### src/rtl/rv_multicycle_core.sv
// rv_multicycle_core: multi-cycle RV32I/RV32E subset core sharing one instruction/data memory port
// Ports: clk, rst (sync, active-high); mem_req/mem_wr/mem_addr/wr_data out and rd_data/mem_ready in form
// the shared memory port; PC is the executing instruction address; halted flags an illegal-instruction
// stop; instret counts retired instructions.
module rv_multicycle_core #(
  parameter logic [31:0] RESET_PC = 32'h0000_0000,
  parameter int NUM_REGS = 32,
  parameter int INSTRET_W = 32
) (
  input  logic                 clk,
  input  logic                 rst,
  output logic                 mem_req,
  output logic                 mem_wr,
  output logic [31:0]          mem_addr,
  output logic [31:0]          wr_data,
  input  logic [31:0]          rd_data,
  input  logic                 mem_ready,
  output logic [31:0]          PC,
  output logic                 halted,
  output logic [INSTRET_W-1:0] instret
);
  localparam int AW = $clog2(NUM_REGS);
  localparam logic [5:0] NR = 6'(NUM_REGS);
  localparam logic [INSTRET_W-1:0] ONE = INSTRET_W'(1);
  typedef enum logic [2:0] {FETCH, DECODE, EXEC, MEM, WB, HALT} state_t;
  state_t state, state_n;
  logic [31:0] ir, rs1_v, rs2_v, imm, res, pc, imm_dec, op2, alu;
  logic [31:0] rf [NUM_REGS];
  logic [6:0] op, f7;
  logic [2:0] f3;
  logic [4:0] rd, rs1, rs2;
  logic is_r, is_i, is_lw, is_sw, is_beq, is_jal, alu_ok, bad_rd, bad_rs1, bad_rs2, legal;
  assign op = ir[6:0];
  assign rd = ir[11:7];
  assign f3 = ir[14:12];
  assign rs1 = ir[19:15];
  assign rs2 = ir[24:20];
  assign f7 = ir[31:25];
  assign is_r = op == 7'b0110011;
  assign is_i = op == 7'b0010011;
  assign is_lw = op == 7'b0000011 && f3 == 3'b010;
  assign is_sw = op == 7'b0100011 && f3 == 3'b010;
  assign is_beq = op == 7'b1100011 && f3 == 3'b000;
  assign is_jal = op == 7'b1101111;
  assign alu_ok = f3 inside {3'b000, 3'b010, 3'b100, 3'b110, 3'b111};
  assign bad_rd = {1'b0, rd} >= NR;
  assign bad_rs1 = {1'b0, rs1} >= NR;
  assign bad_rs2 = {1'b0, rs2} >= NR;
  // register indices are only checked where the format actually uses that field
  assign legal = is_r ? alu_ok && (f7 == 7'b0 || (f7 == 7'b0100000 && f3 == 3'b000)) && !bad_rd && !bad_rs1 && !bad_rs2
               : is_i ? alu_ok && !bad_rd && !bad_rs1
               : is_lw ? !bad_rd && !bad_rs1
               : is_sw || is_beq ? !bad_rs1 && !bad_rs2
               : is_jal && !bad_rd;
  assign imm_dec = is_sw ? {{20{ir[31]}}, ir[31:25], ir[11:7]}
                 : is_beq ? {{20{ir[31]}}, ir[7], ir[30:25], ir[11:8], 1'b0}
                 : is_jal ? {{12{ir[31]}}, ir[19:12], ir[20], ir[30:21], 1'b0}
                 : {{20{ir[31]}}, ir[31:20]};
  assign op2 = is_r ? rs2_v : imm;
  assign alu = f3 == 3'b111 ? rs1_v & op2
             : f3 == 3'b110 ? rs1_v | op2
             : f3 == 3'b100 ? rs1_v ^ op2
             : f3 == 3'b010 ? {31'b0, $signed(rs1_v) < $signed(op2)}
             : is_r && f7[5] ? rs1_v - op2 : rs1_v + op2;
  assign mem_req = state == FETCH || state == MEM;
  assign mem_wr = state == MEM && is_sw;
  assign mem_addr = (state == FETCH ? pc : res) & ~32'd3;
  assign wr_data = rs2_v;
  assign PC = pc;
  assign halted = state == HALT;
  always_ff @(posedge clk) state <= rst ? FETCH : state_n;
  always_comb begin
    state_n = state;
    case (state)
      FETCH:   state_n = mem_ready ? DECODE : FETCH;
      DECODE:  state_n = legal ? EXEC : HALT;
      EXEC:    state_n = is_beq ? FETCH : (is_lw || is_sw) ? MEM : WB;
      MEM:     state_n = mem_ready ? (is_sw ? FETCH : WB) : MEM;
      WB:      state_n = FETCH;
      default: state_n = HALT;
    endcase
  end
  always_ff @(posedge clk) begin
    if (rst) begin
      pc <= RESET_PC;
      instret <= '0;
      ir <= '0;
      rs1_v <= '0;
      rs2_v <= '0;
      imm <= '0;
      res <= '0;
      for (int i = 0; i < NUM_REGS; i++) rf[i] <= '0;
    end else begin
      case (state)
        FETCH: if (mem_ready) ir <= rd_data;
        DECODE: begin
          // x0 is never written, so its entry always reads zero
          rs1_v <= rf[rs1[AW-1:0]];
          rs2_v <= rf[rs2[AW-1:0]];
          imm <= imm_dec;
        end
        EXEC: begin
          if (is_beq) begin
            pc <= rs1_v == rs2_v ? pc + imm : pc + 32'd4;
            instret <= instret + ONE;
          end else if (is_jal) begin
            res <= pc + 32'd4;
            pc <= pc + imm;
          end else res <= is_lw || is_sw ? rs1_v + imm : alu;
        end
        MEM: if (mem_ready) begin
          if (is_sw) begin
            pc <= pc + 32'd4;
            instret <= instret + ONE;
          end else res <= rd_data;
        end
        WB: begin
          if (rd != 5'd0) rf[rd[AW-1:0]] <= res;
          if (!is_jal) pc <= pc + 32'd4;
          instret <= instret + ONE;
        end
        default: ;
      endcase
    end
  end
endmodule

### config.mk
export PLATFORM = sky130hd
export DESIGN_NAME = rv_multicycle_core
export DESIGN_NICKNAME = d
export VERILOG_FILES = /design/src/rtl/rv_multicycle_core.sv
export SDC_FILE = /design/constraint.sdc
export NUM_CORES = 2
export LEC_CHECK = 0
export CAP_MARGIN = 20
export CELL_PAD_IN_SITES_DETAIL_PLACEMENT = 0
export CELL_PAD_IN_SITES_GLOBAL_PLACEMENT = 1
export CORE_ASPECT_RATIO = 0.7
export CORE_MARGIN = 4
export CORE_UTILIZATION = 53
export DETAILED_ROUTE_END_ITERATION = 10
export PLACE_DENSITY_LB_ADDON = 0.1
export SLEW_MARGIN = 20
export SYNTH_ARGS = -nofsm -noshare
export SYNTH_HDL_FRONTEND = slang
export SYNTH_SLANG_ARGS = --single-unit
### constraint.sdc
create_clock -name clk -period 6.4 [get_ports clk]
set_input_delay 0.64 -clock clk [delete_from_list [all_inputs] [get_ports clk]]
set_output_delay 0.64 -clock clk [all_outputs]
set_load 0.02 [all_outputs]
==> run_results.csv <==
group,metric,value,unit
place,hpwl,176900,µm
critical_path,end_kind,"flop",
timing,fin_crit,5.699,ns
place,port_buffers,163,
clock_tree,cts_tree,"built",
floorplanning,start_util,53.46,%
timing,hold_viol_final,0,
worst_hold_path,min_path_type,"in2reg",
clock_tree,path_clk_slew,0.07,ns
critical_path,path_common_cell,"nand2_1",
power,switching_power,5.507,mW
critical_path,cpPeakStageDelay,0.73,ns
synthesis,async_flop_share,0,%
critical_path,critPathLaunchType,"flop",
power,p_sw_share,27.82,%
timing,setup_viol,0,
finish,finish.utilization,59.51,%
floorplanning,num_rows,113,
clock_tree,clock-root-buffer,"clkbuf_16",
drt,vias,51980,
finish,fin_nets,5897,
drt,wl,270900,µm
drt,drt_iter0_drc,8996,
drt,first_pass_iters,6,
synthesis,synth_cells,5719,
synthesis,ys_warn_count,0,
synthesis,synth_area,72630,µm²
power,p_int,14.29,mW
drt,wl_per_cell,35.47,µm
timing,finalCritPeriodShare,89.05,%
finish,drive_gt1_share,19.54,%
synthesis,ys_seq_area_share,48.29,%
clock_tree,htree_levels,3,
timing,setup_ws,0.7007,ns
timing,maxSlewHeadroom,18.30,%
synthesis,synth_cell_type_count,94,
floorplanning,fp.dieW,450.5,µm
drt,vias_per_cell,6.806,
floorplanning,fp.dieH,317.7,µm
critical_path,crit_required,7.02,ns
floorplanning,core_area,135900,µm²
clock_tree,clk_latency,0.78,ns
timing,finClkSkew,0.02812,ns
outcome,outcome,"completed",
floorplanning,io_pins,166,
drt,post-route-drc-count,0,
power,pwr_density_cell,244.8,nW/µm²
critical_path,arrival,6.32,ns
synthesis,syn_area_per_cell,12.70,µm²
power,vdd_ir_drop_max,0.2448,mV
synthesis,synthFlopType,"edfxtp_1",
global_route,grt_max_degree,115,
drt,ant_nets,0,
global_route,track_usage,37.51,%
synthesis,synth_edf_count,1024,
run,cap_violations,0,
timing,worst_pin_slew,1.223,ns
power,leakagePower,28.13,nW
global_route,overflow,0,
global_route,grt_pass1_wl,382400,µm
global_route,first_global_vias,49570,
timing,setup-tns-final,0,ns
power,p_seq_share,47.7,%
power,p_comb_share,15.7,%
timing,rsz0062_at_grt,"no",
clock_tree,clkSinkCount,1240,
critical_path,crit_chain,"nand4bb_1 -> nor4bb_4 -> buf_4 -> nand2_1 -> nand2_1 -> ha_1 -> nor4_1 -> o221ai_1 -> a211oi_1 -> o311ai_1 -> o211ai_1 -> nand2_1 -> and3_1 -> and4_1 -> o31ai_1 -> o221ai_1",
clock_tree,cts_resized,0,
power,clockPowerShare,36.6,%
clock_tree,numCtsBuffers,118,
critical_path,path_max_fanout,10,
place,post-place-ws,0.9190,ns
critical_path,crit_type,"reg2reg",
global_route,antenna_found_initial,26,
clock_tree,clockBufferDepth,3,
finish,area_growth,11.32,%
clock_tree,postCtsSetupRepairBufs,0,
critical_path,slowest_stage,"nor4bb_4",
floorplanning,design.die.area,143100,µm²
timing,max_freq,0.1755,GHz
place,dpl_cell_area,76930,µm²
finish,design_area,80860,µm²
place,gp_congestion,1.006,
clock_tree,postCtsHoldBufs,0,
timing,maxSlewViolCount,0,
power,p_total,19.79,mW
synthesis,ys_ff_latch,1240,
power by group through the flow:
stage | Combinational [mW] | Sequential (mW) | Clock (mW)
finish | 3.11 | 9.44 | 7.24
global route | 3.24 | 9.46 | 7.64
CTS | 3.05 | 9.42 | 7.29
detailed placement | 3.04 | 9.59 | 0
global placement | 3.04 | 9.57 | 0
floorplan | 1.97 | 9.39 | 0
placed cells by master (no fill, tap or decap), types with 16 or more instances in the layout:
| cell type | n |
|---|---|
| mux2i_1 | 86 |
| buf_4 | 150 |
| xor2_1 | 47 |
| edfxtp_1 | 1024 |
| o21ai_0 | 150 |
| clkdlybuf4s50_1 | 162 |
| ha_1 | 168 |
| a21o_1 | 57 |
| and2_1 | 1013 |
| nand4_1 | 38 |
| o21bai_1 | 17 |
| clkinv_1 | 29 |
| a31oi_1 | 27 |
| clkbuf_16 | 120 |
| xnor2_1 | 103 |
| conb_1 | 34 |
| o22ai_1 | 19 |
| nor2_1 | 265 |
| o21ai_4 | 32 |
| mux4_2 | 640 |
| nor3_1 | 53 |
| and3_1 | 37 |
| nor4_1 | 16 |
| clkbuf_1 | 30 |
| nand2b_1 | 17 |
| nand3_1 | 44 |
| a211oi_1 | 118 |
| o21a_1 | 16 |
| dfxtp_1 | 196 |
| a221oi_1 | 26 |
| a21oi_1 | 245 |
| nor2_4 | 31 |
| o31ai_1 | 18 |
| o211ai_1 | 32 |
| mux2_2 | 34 |
| inv_1 | 121 |
| nand2_1 | 290 |
sequential cells by signal, summed over array words and instances, names as in the netlist:
signal,cells
rf,1024
PC,32
instret,32
ir,32
res,32
rs1_v,32
wr_data,32
imm,21
state,3
synth_stat cells (all sizes together) (47+ instances only):
cell / n / area (µm²)
clkbuf: 445 / 1672
a211oi: 118 / 885.9
edfxtp: 1024 / 30750
nor3: 57 / 301.5
ha: 168 / 2102
buf: 69 / 290.3
a21o: 57 / 427.9
a21oi: 246 / 1231
xor2: 47 / 411.6
and2: 1013 / 6337
dfxtp: 216 / 4324
xnor2: 103 / 902.1
o21ai: 184 / 932.1
inv: 122 / 457.9
nor2: 296 / 1111
mux2i: 86 / 860.8
mux4: 640 / 14410
nand3: 47 / 252.8
nand2: 291 / 1092
per-stage QoR:
step / std cells / hold WS (ns)
5_1_grt: 7628 / 0.2124
3_3_place_gp: 7404 / 0.4565
6_report: 7638 / 0.2575
2_1_floorplan: 5752 / 0.4448
4_1_cts: 7626 / 0.2023
3_5_place_dp: 7408 / 0.4619
path summary, 6_finish.rpt:
check	startpoint	end	slack [ns]	cells after the start
worst max-delay path	ir[3]$_SDFFE_PP0P_	res[30]$_SDFFE_PP0P_	0.70	16
worst min register to register	ir[26]$_SDFFE_PP0P_	imm[6]$_SDFFE_PP0N_	0.47	2
worst max register to register	ir[3]$_SDFFE_PP0P_	res[30]$_SDFFE_PP0P_	0.70	16
worst min-delay path	rst	ir[9]$_SDFFE_PP0P_	0.26	2
kinds of logic (layout without fill, tap and decap cells):
logic type                 count (synthesis)  after routing  synth area share (%)
other                                      1             44              0.005163
xor gates and xnor gates                 150            150                 1.809
adders and majority gates                172            172                 3.004
AOI/OAI and AO/OA                        860            860                 7.642
DFF                                     1240           1240                 48.29
buffers and inverters                    638            674                 3.342
muxes                                    760            760                 21.56
and+or+nand+nor                         1898           1898                 14.35
metal layers:
metal / track usage [%] / routed length (µm) / share of wire [%] / up-vias
li1: - / - / - / 21530
met1: 57.45 / 111800 / 41 / 26570
met3: 11.65 / 37740 / 14 / 398
met4: 8.771 / 7204 / 2.7 / 6
met2: 52.33 / 114100 / 42 / 3483
met5: 0 / 35 / 0.013 / -
cell type report:
class / instances / area, µm²
fillers: 10770 / 55010
multi-input cells: 3874 / 35920
flip-flops and latches: 1240 / 35120
clock buffers: 157 / 3197
repair buffers: 332 / 3173
well taps: 1840 / 2302
clock inverters: 61 / 658.1
inverters: 124 / 465.4
diodes: 10 / 25.02
worst max-delay path: cells and delay by family, from the launching register on:
family                   cells  cell delay [ns]
AO/OA/AOI/OAI                6             2.12
adder cells (fa/ha/maj)      1             0.32
buffers and inverters        1             0.31
flip-flops                   1             0.34
AND/OR/NAND/NOR              8             2.43
No activity file was read; power rests on OpenSTA's default activity.
